<file path="src/rtl/grid_mem_arbiter_if.sv">
// Grid RAM arbiter bus: controller and display request channels, clear
// control, and the registered single-port RAM interface.
interface grid_mem_arbiter_if #(
  parameter int COORD_W = 16,
  parameter int CELL_W  = 4,
  parameter int ADDR_W  = 10
);
  logic               clear_req;
  logic               clear_busy;

  logic               ctl_req;
  logic               ctl_we;
  logic [COORD_W-1:0] ctl_x;
  logic [COORD_W-1:0] ctl_y;
  logic [CELL_W-1:0]  ctl_wdata;
  logic               ctl_ack;
  logic [CELL_W-1:0]  ctl_rdata;

  logic               disp_req;
  logic [COORD_W-1:0] disp_x;
  logic [COORD_W-1:0] disp_y;
  logic               disp_ack;
  logic [CELL_W-1:0]  disp_rdata;

  logic               mem_en;
  logic               mem_we;
  logic [ADDR_W-1:0]  mem_addr;
  logic [CELL_W-1:0]  mem_wdata;
  logic [CELL_W-1:0]  mem_rdata;

  // Arbiter side.
  modport slave (
    input  clear_req, ctl_req, ctl_we, ctl_x, ctl_y, ctl_wdata,
           disp_req, disp_x, disp_y, mem_rdata,
    output clear_busy, ctl_ack, ctl_rdata, disp_ack, disp_rdata,
           mem_en, mem_we, mem_addr, mem_wdata
  );

  // Requester / RAM side.
  modport master (
    output clear_req, ctl_req, ctl_we, ctl_x, ctl_y, ctl_wdata,
           disp_req, disp_x, disp_y, mem_rdata,
    input  clear_busy, ctl_ack, ctl_rdata, disp_ack, disp_rdata,
           mem_en, mem_we, mem_addr, mem_wdata
  );
endinterface

</file>
<file path="src/rtl/grid_mem_arbiter.sv">
// Owner of the single-port grid RAM. Arbitrates the game controller
// (read/write) and display scanner (read-only) round-robin, maps
// out-of-grid accesses to ROCK, and zero-fills the grid on clear_req.
// Pipeline: grant in N -> mem_* in N+1 -> ack/rdata in N+2.
module grid_mem_arbiter #(
  parameter int GRID_X  = 32,
  parameter int GRID_Y  = 24,
  parameter int CELL_W  = 4,
  parameter int COORD_W = 16
) (
  input logic               clk,
  input logic               rst,
  grid_mem_arbiter_if.slave bus
);
  localparam int ADDR_W = $clog2(GRID_X * GRID_Y);
  localparam int X_W    = $clog2(GRID_X);
  localparam int Y_W    = ADDR_W - X_W;
  localparam logic [COORD_W-1:0] X_LIM     = COORD_W'(GRID_X);
  localparam logic [COORD_W-1:0] Y_LIM     = COORD_W'(GRID_Y);
  localparam logic [ADDR_W-1:0]  LAST_ADDR = ADDR_W'(GRID_X * GRID_Y - 1);
  localparam logic [CELL_W-1:0]  CELL_ROCK = CELL_W'(2);

  typedef enum logic [1:0] {S_IDLE, S_DRAIN, S_CLEAR} state_t;

  state_t              state_q, state_d;
  logic [ADDR_W-1:0]   clr_cnt_q, clr_cnt_d;
  logic                rr_disp_q, rr_disp_d;    // 1: display wins next contention
  logic                grant_ctl, grant_disp;

  logic                s1_valid_q, s1_disp_q, s1_oor_q;
  logic                ctl_ack_q, disp_ack_q, ack_oor_q;
  logic [CELL_W-1:0]   ctl_rdata_q, disp_rdata_q;

  logic                mem_en_d, mem_we_d;
  logic [ADDR_W-1:0]   mem_addr_d;
  logic [CELL_W-1:0]   mem_wdata_d;
  logic                sel_oor;

  logic                ctl_oor, disp_oor, ctl_elig, disp_elig, in_flight;
  logic [ADDR_W-1:0]   ctl_addr, disp_addr;
  logic [CELL_W-1:0]   ack_data;

  // Upper coordinate bits only matter for the range check.
  assign ctl_oor   = (bus.ctl_x >= X_LIM) || (bus.ctl_y >= Y_LIM);
  assign disp_oor  = (bus.disp_x >= X_LIM) || (bus.disp_y >= Y_LIM);
  assign ctl_addr  = {bus.ctl_y[Y_W-1:0], bus.ctl_x[X_W-1:0]};
  assign disp_addr = {bus.disp_y[Y_W-1:0], bus.disp_x[X_W-1:0]};

  // A requester is busy from its grant until its ack cycle inclusive.
  assign ctl_elig  = bus.ctl_req  && !((s1_valid_q && !s1_disp_q) || ctl_ack_q);
  assign disp_elig = bus.disp_req && !((s1_valid_q &&  s1_disp_q) || disp_ack_q);
  assign in_flight = s1_valid_q || ctl_ack_q || disp_ack_q;

  // Next state, arbitration and next RAM command.
  always_comb begin
    // NOTE: every output of this block gets a default first so no path
    // leaves a signal unassigned and no latch is inferred.
    state_d     = state_q;
    clr_cnt_d   = clr_cnt_q;
    rr_disp_d   = rr_disp_q;
    grant_ctl   = 1'b0;
    grant_disp  = 1'b0;
    sel_oor     = 1'b0;
    mem_en_d    = 1'b0;
    mem_we_d    = 1'b0;
    mem_addr_d  = '0;
    mem_wdata_d = '0;
    unique case (state_q)
      S_IDLE: begin
        if (bus.clear_req) begin
          state_d = S_DRAIN;
        end else if (ctl_elig && disp_elig) begin
          grant_ctl  = !rr_disp_q;
          grant_disp = rr_disp_q;
          rr_disp_d  = !rr_disp_q;
        end else begin
          grant_ctl  = ctl_elig;
          grant_disp = disp_elig;
        end
        if (grant_ctl) begin
          sel_oor     = ctl_oor;
          mem_en_d    = !ctl_oor;
          mem_we_d    = bus.ctl_we && !ctl_oor;
          mem_addr_d  = ctl_addr;
          mem_wdata_d = bus.ctl_wdata;
        end else if (grant_disp) begin
          sel_oor    = disp_oor;
          mem_en_d   = !disp_oor;
          mem_addr_d = disp_addr;
        end
      end
      S_DRAIN: begin
        if (!in_flight) state_d = S_CLEAR;
      end
      S_CLEAR: begin
        mem_en_d   = 1'b1;
        mem_we_d   = 1'b1;
        mem_addr_d = clr_cnt_q;
        if (clr_cnt_q == LAST_ADDR) begin
          clr_cnt_d = '0;
          state_d   = S_IDLE;
        end else begin
          clr_cnt_d = clr_cnt_q + 1'b1;
        end
      end
      default: state_d = S_IDLE;
    endcase
  end

  // State, pipeline and RAM command registers.
  always_ff @(posedge clk or posedge rst) begin
    if (rst) begin
      state_q       <= S_IDLE;
      clr_cnt_q     <= '0;
      rr_disp_q     <= 1'b0;
      s1_valid_q    <= 1'b0;
      s1_disp_q     <= 1'b0;
      s1_oor_q      <= 1'b0;
      ctl_ack_q     <= 1'b0;
      disp_ack_q    <= 1'b0;
      ack_oor_q     <= 1'b0;
      ctl_rdata_q   <= '0;
      disp_rdata_q  <= '0;
      bus.mem_en    <= 1'b0;
      bus.mem_we    <= 1'b0;
      bus.mem_addr  <= '0;
      bus.mem_wdata <= '0;
    end else begin
      // NOTE: non-blocking assignments so every register samples the
      // pre-edge value of the others, like real flops.
      state_q       <= state_d;
      clr_cnt_q     <= clr_cnt_d;
      rr_disp_q     <= rr_disp_d;
      s1_valid_q    <= grant_ctl || grant_disp;
      s1_disp_q     <= grant_disp;
      s1_oor_q      <= sel_oor;
      ctl_ack_q     <= s1_valid_q && !s1_disp_q;
      disp_ack_q    <= s1_valid_q && s1_disp_q;
      ack_oor_q     <= s1_oor_q;
      if (ctl_ack_q)  ctl_rdata_q  <= ack_data;
      if (disp_ack_q) disp_rdata_q <= ack_data;
      bus.mem_en    <= mem_en_d;
      bus.mem_we    <= mem_we_d;
      bus.mem_addr  <= mem_addr_d;
      bus.mem_wdata <= mem_wdata_d;
    end
  end

  // RAM data arrives in the ack cycle; outside it the last value is held.
  assign ack_data       = ack_oor_q ? CELL_ROCK : bus.mem_rdata;
  assign bus.ctl_ack    = ctl_ack_q;
  assign bus.disp_ack   = disp_ack_q;
  assign bus.ctl_rdata  = ctl_ack_q  ? ack_data : ctl_rdata_q;
  assign bus.disp_rdata = disp_ack_q ? ack_data : disp_rdata_q;
  assign bus.clear_busy = (state_q != S_IDLE);
endmodule

</file>
<file path="src/flat_wrapper.sv">
// flat-port wrapper written by rule: the top's interface ports become plain ports
module grid_mem_arbiter_flat 
#(
  parameter int GRID_X  = 32,
  parameter int GRID_Y  = 24,
  parameter int CELL_W  = 4,
  parameter int COORD_W = 16
)
  (clk, rst, bus_clear_req, bus_ctl_req, bus_ctl_we, bus_ctl_x, bus_ctl_y, bus_ctl_wdata, bus_disp_req, bus_disp_x, bus_disp_y, bus_mem_rdata, bus_clear_busy, bus_ctl_ack, bus_ctl_rdata, bus_disp_ack, bus_disp_rdata, bus_mem_en, bus_mem_we, bus_mem_addr, bus_mem_wdata);
  grid_mem_arbiter_if #(.COORD_W(COORD_W), .CELL_W(CELL_W)) bus_i ();
  input logic clk;
  input logic rst;
  input wire logic [$bits(bus_i.clear_req)-1:0] bus_clear_req;
  input wire logic [$bits(bus_i.ctl_req)-1:0] bus_ctl_req;
  input wire logic [$bits(bus_i.ctl_we)-1:0] bus_ctl_we;
  input wire logic [$bits(bus_i.ctl_x)-1:0] bus_ctl_x;
  input wire logic [$bits(bus_i.ctl_y)-1:0] bus_ctl_y;
  input wire logic [$bits(bus_i.ctl_wdata)-1:0] bus_ctl_wdata;
  input wire logic [$bits(bus_i.disp_req)-1:0] bus_disp_req;
  input wire logic [$bits(bus_i.disp_x)-1:0] bus_disp_x;
  input wire logic [$bits(bus_i.disp_y)-1:0] bus_disp_y;
  input wire logic [$bits(bus_i.mem_rdata)-1:0] bus_mem_rdata;
  output wire logic [$bits(bus_i.clear_busy)-1:0] bus_clear_busy;
  output wire logic [$bits(bus_i.ctl_ack)-1:0] bus_ctl_ack;
  output wire logic [$bits(bus_i.ctl_rdata)-1:0] bus_ctl_rdata;
  output wire logic [$bits(bus_i.disp_ack)-1:0] bus_disp_ack;
  output wire logic [$bits(bus_i.disp_rdata)-1:0] bus_disp_rdata;
  output wire logic [$bits(bus_i.mem_en)-1:0] bus_mem_en;
  output wire logic [$bits(bus_i.mem_we)-1:0] bus_mem_we;
  output wire logic [$bits(bus_i.mem_addr)-1:0] bus_mem_addr;
  output wire logic [$bits(bus_i.mem_wdata)-1:0] bus_mem_wdata;
  assign bus_i.clear_req = bus_clear_req;
  assign bus_i.ctl_req = bus_ctl_req;
  assign bus_i.ctl_we = bus_ctl_we;
  assign bus_i.ctl_x = bus_ctl_x;
  assign bus_i.ctl_y = bus_ctl_y;
  assign bus_i.ctl_wdata = bus_ctl_wdata;
  assign bus_i.disp_req = bus_disp_req;
  assign bus_i.disp_x = bus_disp_x;
  assign bus_i.disp_y = bus_disp_y;
  assign bus_i.mem_rdata = bus_mem_rdata;
  assign bus_clear_busy = bus_i.clear_busy;
  assign bus_ctl_ack = bus_i.ctl_ack;
  assign bus_ctl_rdata = bus_i.ctl_rdata;
  assign bus_disp_ack = bus_i.disp_ack;
  assign bus_disp_rdata = bus_i.disp_rdata;
  assign bus_mem_en = bus_i.mem_en;
  assign bus_mem_we = bus_i.mem_we;
  assign bus_mem_addr = bus_i.mem_addr;
  assign bus_mem_wdata = bus_i.mem_wdata;
  grid_mem_arbiter #(.GRID_X(GRID_X), .GRID_Y(GRID_Y), .CELL_W(CELL_W), .COORD_W(COORD_W)) u_core (.clk(clk), .rst(rst), .bus(bus_i));
endmodule
</file>
<file path="config.mk">
export PLATFORM = sky130hd
export DESIGN_NAME = grid_mem_arbiter_flat
export DESIGN_NICKNAME = d
export VERILOG_FILES = /design/src/rtl/grid_mem_arbiter_if.sv /design/src/rtl/grid_mem_arbiter.sv /design/src/flat_wrapper.sv
export SDC_FILE = /design/constraint.sdc
export NUM_CORES = 1
export LEC_CHECK = 0
export ABC_AREA = 1
export BUFFER_PORTS_ARGS = -buffer_cell sky130_fd_sc_hd__buf_2
export CAP_MARGIN = 20
export CORE_MARGIN = 4
export CORE_UTILIZATION = 49
export DETAILED_ROUTE_END_ITERATION = 7
export PLACE_DENSITY = 0.84
export SLEW_MARGIN = 20
export SYNTH_ARGS = -nofsm -noshare
export SYNTH_HDL_FRONTEND = slang
export SYNTH_SLANG_ARGS = --single-unit
</file>
<file path="constraint.sdc">
create_clock -name clk -period 3.8 [get_ports clk]
set_input_delay 0 -clock clk [delete_from_list [all_inputs] [get_ports clk]]
set_output_delay 0 -clock clk [all_outputs]
set_load 0.01 [all_outputs]
</file>
# Word level (Yosys, flattened, before mapping)
# Cells that the tools add are included.
# word_totals
regBits	43
output_inout_bits	27
wordCells	79
# op_classes
n_addsub	1
n_lt_le_gt_ge	4
n_eq_ne	6
n_mux	29
bitwise	1
n_reduce_logical	23
# op_table
operator	count
$ge A16 B5 Y1 const B	2
$ge A16 B6 Y1 const B	2
$mux W10	3
$mux W4	5
$pmux W10 S2	1
$mux W1	14
$add A10 B1 Y10 const B	1
$eq A10 B10 Y1 const B	1
$logic_or A1 B1 Y1	7
$logic_and A1 B1 Y1	6
$logic_not A1 Y1	6
$mux W2	3
$pmux W2 S3	1
$reduce_and A3 Y1	2
$ne A2 B2 Y1 const B	2
$pmux W1 S2	2
$eq A2 B1 Y1 const B	1
$eq A2 B2 Y1 const B	1
$logic_not A2 Y1	1
$ne A2 B1 Y1 const B	1
$reduce_bool A2 Y1	1
$not A1 Y1	1

# Depth between registers and ports, before layout
# Gate-level depths: netlist (run 1).
# depth
word_depth	12
mapped_depth	10
mapped_depth_nobuf	10

# Least setup slack after synthesis (run 1)
# OpenSTA, ideal clock, no wires.
# synth_path
path_type	register to register
startpoint	register u_core.clr_cnt_q[1]
endpoint	register u_core.state_q[1]
setup_ns	0.129
arrival_time_ns	1.126
t_required_ns	3.671
setup_slack_ns	2.545
path_stages_with_launch	7
n_path_buf	0
cell_sequence	dfrtp_1 -> ha_1 -> nand3_1 -> nor2_2 -> nand3_2 -> o21ai_2 -> o31ai_1
# synth_via
elab_chain_len	3
# synth_rtl
element	line_no	rtl
start: declaration	grid_mem_arbiter.sv:26	logic [ADDR_W-1:0] clr_cnt_q, clr_cnt_d;
start signal: assignment	grid_mem_arbiter.sv:132	clr_cnt_q <= clr_cnt_d;
$eq A10 B10 Y1	grid_mem_arbiter.sv:99	if (clr_cnt_q == LAST_ADDR) begin
$ne A2 B1 Y1 (no line)	--	
$reduce_and A3 Y1 (no line)	--	
end signal: assignment	grid_mem_arbiter.sv:131	state_q <= state_d;
end: declaration	grid_mem_arbiter.sv:25	state_t state_q, state_d;
# No other way between the ends.
# A chain may end at the register's enable or synchronous reset.

# Worst setup path after layout (run 1)
# layout_path
startpoint	register u_core.state_q[0]
endpoint	register u_core.bus.mem_addr[3] (netlist bit)
# layout_via
elab_chain_len	2
elab_cells_between_ends	3
cone_classes	1 x eq/ne; 1 x mux; 1 x reduce/logical
# layout_rtl
element	line_no	rtl
$eq A2 B2 Y1 or $logic_not A2 Y1 (tied branches)	grid_mem_arbiter.sv:68	unique case (state_q)
$pmux W10 S2 *	grid_mem_arbiter.sv:68	
via u_core.mem_addr_d[3]	grid_mem_arbiter.sv:35	logic [ADDR_W-1:0] mem_addr_d;
end signal: assignment	grid_mem_arbiter.sv:144	bus.mem_addr <= mem_addr_d;
end: declaration	grid_mem_arbiter_if.sv:36	mem_en, mem_we, mem_addr, mem_wdata
# The timed path passes the listed nets; every way through them passes the cells marked *.

==> flow_metrics.tcl, run 1 <==
set metrics [dict create \
    setup-tns-final_ns 0 \
    yosysUniqueCellTypes 33 \
    grt_pass1_vias 2147 \
    core_um2 4144 \
    yosysWarnings 0 \
    hold_violations 0 \
    power_density_nw_per_um2 283.0 \
    clock_sinks 43 \
    drt_iter0_drc 152 \
    synth_fp_nets 341 \
    synth_edf_count 0 \
    crit_buf_inv 2 \
    ir_worst_vdd_v 0.0001697 \
    num-fill-cells 315 \
    cp_max_fo 9 \
    cp-start-kind "flip-flop" \
    slowest_stage "dlygate4sd3_1" \
    fp.dieH_um 74.47 \
    cp_cell_sequence "nor2_4 -> nand3_4 -> inv_2 -> nand2_1 -> o211ai_1 -> dlygate4sd3_1" \
    grt_use_total_pct 21.84 \
    cts_resized 0 \
    pin_count 105 \
    critPathKind "flip-flop to flip-flop" \
    numCtsBuffers 5 \
    arrival_ns 2.11 \
    clock.fmax_mhz 534.7 \
    worstPathRequired_ns 4.04 \
    syn_inst 262 \
    post-route-drc-count 0 \
    portBuffers 104 \
    initial_core_util_pct 52.23 \
    clk_latency_ns 0.30 \
    hp-class "primary input to flip-flop" \
    synthArstFlopShare_pct 100.0 \
    gp_congestion 0.8250 \
    synth-seq-cells 43 \
    period_share_pct 49.21 \
    rsz0062_at_grt "false" \
    grt_pass1_wl_mm 9.197 \
    rows 23 \
    syn-cell-area_um2 2165 \
    synth.avg_cell_area_um2 8.262 \
    grt_max_degree 44 \
    drt-vias-per-instance 4.910 \
    num_antenna_cells 0 \
    clk_transition_reported_paths_ns 0.09 \
    area_growth_pct 41.56 \
    layout.nets 474 \
    min_period_ns 1.870 \
    antenna_found_initial 0 \
    place_hpwl_mm 4.338 \
    drive_gt1_share_pct 35.61 \
    synth_flop_cell "dfrtp_1" \
    yosys.area.top_type "dfrtp_1" \
    cts_tree "built" \
    leakagePower_nw 1.644 \
    crit_family "buffers and inverters" \
    wirelength_mm 5.756 \
    yosysSeqAreaShare_pct 49.71 \
    fp.dieW_um 74.47 \
    cpPeakStageDelay_ns 0.57 \
    slew_headroom_pct 64.92 \
    endpoint_kind "flip-flop" \
    drtAntennaViolNets 0 \
    cts_max_level 2 \
    yosysTopAreaCellShare_pct 49.71 \
    status "complete, no violations" \
    setup_violations 0 \
    drv_cap 0 \
    skew_ns 0.01080 \
    synth_area_leaders "dfrtp_1, nand2_1, nor2_1" \
    wl_per_cell_um 12.91 \
    die_area_um2 5545 \
    cts-root-buf "clkbuf_8" \
    worst_hold_slack_ns 0.03222 \
    vias 2190 \
    maxSlewViolCount 0 \
    first_pass_iters 4 \
    gr-total-overflow 0 \
    clock_path_buffers 2 \
    max_slew.worst_pin.slew_ns 0.5261 \
]
## sequential cells by signal, summed over array words and instances (netlist names)
| signal | count |
|---|---|
| u_core.bus.mem_wdata | 4 |
| u_core.clr_cnt_q | 10 |
| u_core.rr_disp_q | 1 |
| u_core.bus.mem_en | 1 |
| u_core.state_q | 2 |
| u_core.s1_disp_q | 1 |
| u_core.ack_oor_q | 1 |
| u_core.disp_rdata_q | 4 |
| u_core.bus.disp_ack | 1 |
| u_core.s1_oor_q | 1 |
| u_core.bus.mem_we | 1 |
| u_core.s1_valid_q | 1 |
| u_core.ctl_rdata_q | 4 |
| u_core.bus.ctl_ack | 1 |
| u_core.bus.mem_addr | 10 |
## layout make-up
cell class | instances | area (um2) | share of cell area (%)
multi-input cells | 180 | 929.6 | 30.34
well taps | 50 | 62.56 | 2.042
repair buffers | 127 | 748.2 | 24.42
flip-flops and latches | 43 | 1076 | 35.12
clock buffers | 8 | 100.1 | 3.267
inverters | 38 | 147.6 | 4.818
## stage by stage
step / utilization, % / cell area (um2) / setup slack (ns) / power (mW) / std cells
after floorplan: - / 2165 / 2.545 / 0.4920 / 262
after global placement: 66.21 / 2744 / 2.464 / 0.5381 / 416
after detailed placement: 66.21 / 2744 / 2.366 / 0.5392 / 416
after CTS: 73.94 / 3064 / 1.934 / 0.8697 / 446
after global routing: 73.94 / 3064 / 1.809 / 0.8983 / 446
final: 73.94 / 3064 / 1.930 / 0.8672 / 446
## logic make-up after synthesis
| family | Yosys count | share of synthesized area (%) |
|---|---|---|
| AOI/OAI and AO/OA | 21 | 6.532 |
| buffers and inverters | 39 | 7.341 |
| xor gates and xnor gates | 5 | 2.023 |
| DFF | 43 | 49.71 |
| adders and majority gates | 1 | 0.5779 |
| and+or+nand+nor | 153 | 33.82 |
## power by group
| group | internal (mW) | switching (mW) |
|---|---|---|
| Sequential | 0.457 | 0 |
| Clock | 0.166 | 0.158 |
| Combinational | 0.0472 | 0.0388 |
| Total | 0.670 | 0.197 |
## layout by cell type (no fill, tap or decap)
cell type,netlist,routed
o31ai_2,1,1
and2_1,1,1
o22ai_1,1,1
inv_4,2,2
xor2_1,4,4
nor2_1,49,49
a21oi_1,2,2
nor3_1,1,1
nor2_8,2,2
nor2_4,3,3
nand2_1,67,67
clkbuf_8,0,7
nand3_1,14,14
o211ai_1,4,4
clkinv_1,0,1
o21ai_0,2,2
buf_4,0,1
dlygate4sd3_1,0,22
o21ai_4,1,1
dfrtp_1,43,43
nor2_2,4,4
clkbuf_1,0,1
nand3_2,3,3
nand4_1,3,3
ha_1,1,1
nand3_4,1,1
inv_2,7,7
o21ai_2,1,1
nor3b_2,1,1
buf_2,0,104
nand2_2,1,1
nand4_2,1,1
inv_1,29,28
nand3b_1,1,1
o21ai_1,8,8
nand2_4,1,1
o31ai_1,1,1
xnor2_1,1,1
## final timing paths
path	from	to	slack [ns]	cells after the start
max in group asynchronous	rst	u_core.rr_disp_q$_DFFE_PP0P_	3.07	4
hold / removal	bus_ctl_y[0]	u_core.bus.mem_addr[5]$_DFF_PP0_	0.03	5
min in group asynchronous	rst	u_core.clr_cnt_q[5]$_DFFE_PP0P_	0.36	4
hold reg to reg	u_core.s1_oor_q$_DFF_PP0_	u_core.ack_oor_q$_DFF_PP0_	0.36	0
setup / recovery	u_core.state_q[0]$_DFFE_PP0P_	u_core.bus.mem_addr[3]$_DFF_PP0_	1.93	6
setup reg to reg	u_core.state_q[0]$_DFFE_PP0P_	u_core.bus.mem_addr[3]$_DFF_PP0_	1.93	6
## synth_stat cells (all sizes together), types with 2 or more instances
cell    count
a21oi       2
nor2       58
dfrtp      43
inv        38
o21ai      12
nand4       4
o31ai       2
o211ai      4
nand2      69
xor2        4
nand3      18
## tightest hold or removal path: cells and delay by family
kind | cells | cell delay, ns
compound gates | 1 | 0.06
buf+inv | 2 | 0.10
simple gates | 2 | 0.14
## timing repair
| action | CTS | global route |
|---|---|---|
| hold buffers | 22 | 0 |
| setup buffers | 0 | 0 |
| hold endpoints to repair | 61 | 0 |
## layer usage
layer	wire, um	share of wire (%)	vias to the layer above	track usage, %
li1	-	-	1085	-
met1	2319	40	997	25.86
met2	2862	50	100	38.83
met3	487	8.5	8	4.459
met4	87	1.5	0	8.300
met5	0	0	-	0
Note: power is estimated with default switching activity, not from simulation.
==> run 2, diff against run 1 <==
- CORE_UTILIZATION: 49 -> 46
- PLACE_DENSITY: 0.84 -> 0.8
- clock period: 3.8 -> 1.95 ns (I/O delays scaled with it)
==> run 2 against run 1 <==
Routed wire length shrank 0.96%. First-iteration DRC count shrank 46%. Critical path depth grew 2. Clock power grew 110%. Global-route usage shrank 1.3 points. Clock skew shrank 0.00094 ns. Non-clock buffer count grew 3. Sequential share of layout area shrank 0.34 points. Hold slack lost 0.027 ns. Largest cell class unchanged. Highest routed layer unchanged.
==> flow_metrics.tcl, run 2 (same netlist as run 1, synthesis figures left out) <==
set metrics [dict create \
    endpoint_kind "flip-flop" \
    r2r_cells 8 \
    antenna_found_initial 0 \
    drive_gt1_share_pct 36.93 \
    clk_latency_ns 0.30 \
    die_area_um2 5867 \
    crit_buf_inv 2 \
    vias 2145 \
    hold_depth 3 \
    fp.dieH_um 76.60 \
    multi_input_area_um2 932.1 \
    drv_cap 0 \
    final_common_cell "buf_2" \
    first_pass_iters 4 \
    p_int_mw 1.358 \
    hold_violations 0 \
    clock_path_buffers 2 \
    reg2reg_to "u_core.bus.mem_addr[8]$_DFF_PP0_" \
    power_density_nw_per_um2 556.2 \
    slowest_stage "dlygate4sd3_1" \
    setup-tns-final_ns 0 \
    period_share_pct 94.87 \
    wl_per_cell_um 12.67 \
    setup_violations 0 \
    gr-total-overflow 0 \
    crit_family "buffers and inverters" \
    numCtsBuffers 5 \
    min_period_ns 1.850 \
    reg_top3 "u_core.bus.mem_addr (10), u_core.clr_cnt_q (10)" \
    pin_count 105 \
    place_hpwl_mm 4.267 \
    rsz0062_at_grt "false" \
    power_frac_comb_pct 9.6 \
    hp-class "primary input to flip-flop" \
    cp-start-kind "flip-flop" \
    grt_max_degree 44 \
    cp_max_fo 7 \
    rows 24 \
    drtAntennaViolNets 0 \
    register_area_um2 1079 \
    postLayoutCellArea_um2 3102 \
    p_sw_uw 367.2 \
    p_clk_share_pct 38.8 \
    slew_headroom_pct 64.53 \
    hold_path_startpoint "bus_disp_y[4]" \
    place_area_um2 2746 \
    pwr-share-seq_pct 51.6 \
    post-route-drc-count 0 \
    wirelength_mm 5.701 \
    leakagePower_nw 1.663 \
    clk_transition_reported_paths_ns 0.08 \
    fp.dieW_um 76.60 \
    area_growth_pct 43.29 \
    gp_congestion 0.8214 \
    critPathKind "flip-flop to flip-flop" \
    initial_core_util_pct 48.70 \
    cts-root-buf "clkbuf_8" \
    grt_pass1_wl_mm 9.687 \
    clock.fmax_mhz 540.6 \
    reg2reg_from "u_core.bus.disp_ack$_DFF_PP0_" \
    clock_sinks 43 \
    cts_tree "built" \
    layout.nets 477 \
    grt_pass1_vias 2143 \
    maxSlewViolCount 0 \
    core_um2 4444 \
    portBuffers 104 \
    status "complete, no violations" \
    drt-vias-per-instance 4.767 \
    num-fill-cells 361 \
    skew_ns 0.009865 \
    ir_worst_vdd_v 0.0002984 \
    final_cell_mix "buf_2, nand2_1, nor2_1" \
    cts_max_level 2 \
    cpPeakStageDelay_ns 0.57 \
    cp_cell_sequence "inv_4 -> nand3_2 -> nor2_4 -> nand2_4 -> nor2_8 -> nand2_1 -> o211ai_1 -> dlygate4sd3_1" \
    ff2ff_setup_slack_ns 0.10 \
    grt_use_total_pct 20.57 \
    drt_iter0_drc 82 \
    arrival_ns 2.08 \
    worstPathRequired_ns 2.18 \
    max_slew.worst_pin.slew_ns 0.5320 \
    dp_cells 418 \
    hold_end "u_core.bus.mem_addr[9]$_DFF_PP0_" \
    num_antenna_cells 0 \
    final-instance-count-excl-fill 450 \
    switching_share_pct 21.28 \
]
[run 2: worst max-delay path by stage]
stage          cells past startpoint                            start  slack [ns]                          endpoint
2_1_floorplan                      6  u_core.clr_cnt_q[1]$_DFFE_PP0P_        0.70     u_core.state_q[1]$_DFFE_PP0P_
3_3_place_gp                       6  u_core.clr_cnt_q[1]$_DFFE_PP0P_        0.60     u_core.state_q[1]$_DFFE_PP0P_
3_5_place_dp                       6  u_core.clr_cnt_q[1]$_DFFE_PP0P_        0.51     u_core.state_q[1]$_DFFE_PP0P_
4_1_cts                            8    u_core.bus.disp_ack$_DFF_PP0_        0.03  u_core.bus.mem_addr[4]$_DFF_PP0_
5_1_grt                            8     u_core.bus.ctl_ack$_DFF_PP0_       0.009  u_core.bus.mem_addr[7]$_DFF_PP0_
6_report                           8    u_core.bus.disp_ack$_DFF_PP0_        0.10  u_core.bus.mem_addr[8]$_DFF_PP0_
[run 2: routing by layer]
metal  track usage [%]  part of all wire (%)  up-vias
li1                  -                     -     1090
met1             25.51                    43      976
met2             34.36                    50       73
met3             6.265                   6.4        6
met4             6.341                  0.84        0
met5                 0                     0        -
[run 2: power by group through the flow]
| stage | logic (mW) | clock network [mW] | registers [mW] |
|---|---|---|---|
| 2_1_floorplan | 0.0501 | 0 | 0.909 |
| 3_3_place_gp | 0.140 | 0 | 0.909 |
| 3_5_place_dp | 0.142 | 0 | 0.909 |
| 6_report | 0.165 | 0.669 | 0.891 |
| 4_1_cts | 0.167 | 0.683 | 0.891 |
| 5_1_grt | 0.186 | 0.731 | 0.891 |
[run 2: repair_timing]
| action | CTS | global route |
|---|---|---|
| hold buffers | 21 | 0 |
| setup buffers | 0 | 4 |
| resized for setup | 0 | 6 |
| setup endpoints to repair | 0 | 5 |
| hold endpoints to repair | 61 | 0 |
[run 2: final cells by class]
cell class              instances  area share [%]
flip-flops and latches         43           34.77
clock inverters                 1          0.9681
clock buffers                   6           2.340
inverters                      38           5.002
well taps                      52           2.098
multi-input cells             180           30.05
repair buffers                130           24.77
[run 2: metrics by stage]
stage / setup slack [ns] / total power, mW / utilization, % / hold WS (ns)
2_1_floorplan: 0.6953 / 0.9587 / - / 0.1062
3_3_place_gp: 0.5963 / 1.048 / 61.80 / 0.1628
3_5_place_dp: 0.5139 / 1.050 / 61.80 / 0.1660
4_1_cts: 0.03174 / 1.741 / 68.83 / 0.00009542
5_1_grt: 0.008624 / 1.809 / 69.79 / 0.01885
6_report: 0.1001 / 1.725 / 69.79 / 0.005097
[run 2: worst reg2reg max path, cell delays in order, from the launching register on]
cell           delay, ns
dfrtp_2             0.44
inv_4               0.10
nand3_2             0.10
nor2_4              0.13
nand2_4             0.12
nor2_8              0.15
nand2_1             0.08
o211ai_1            0.10
dlygate4sd3_1       0.57
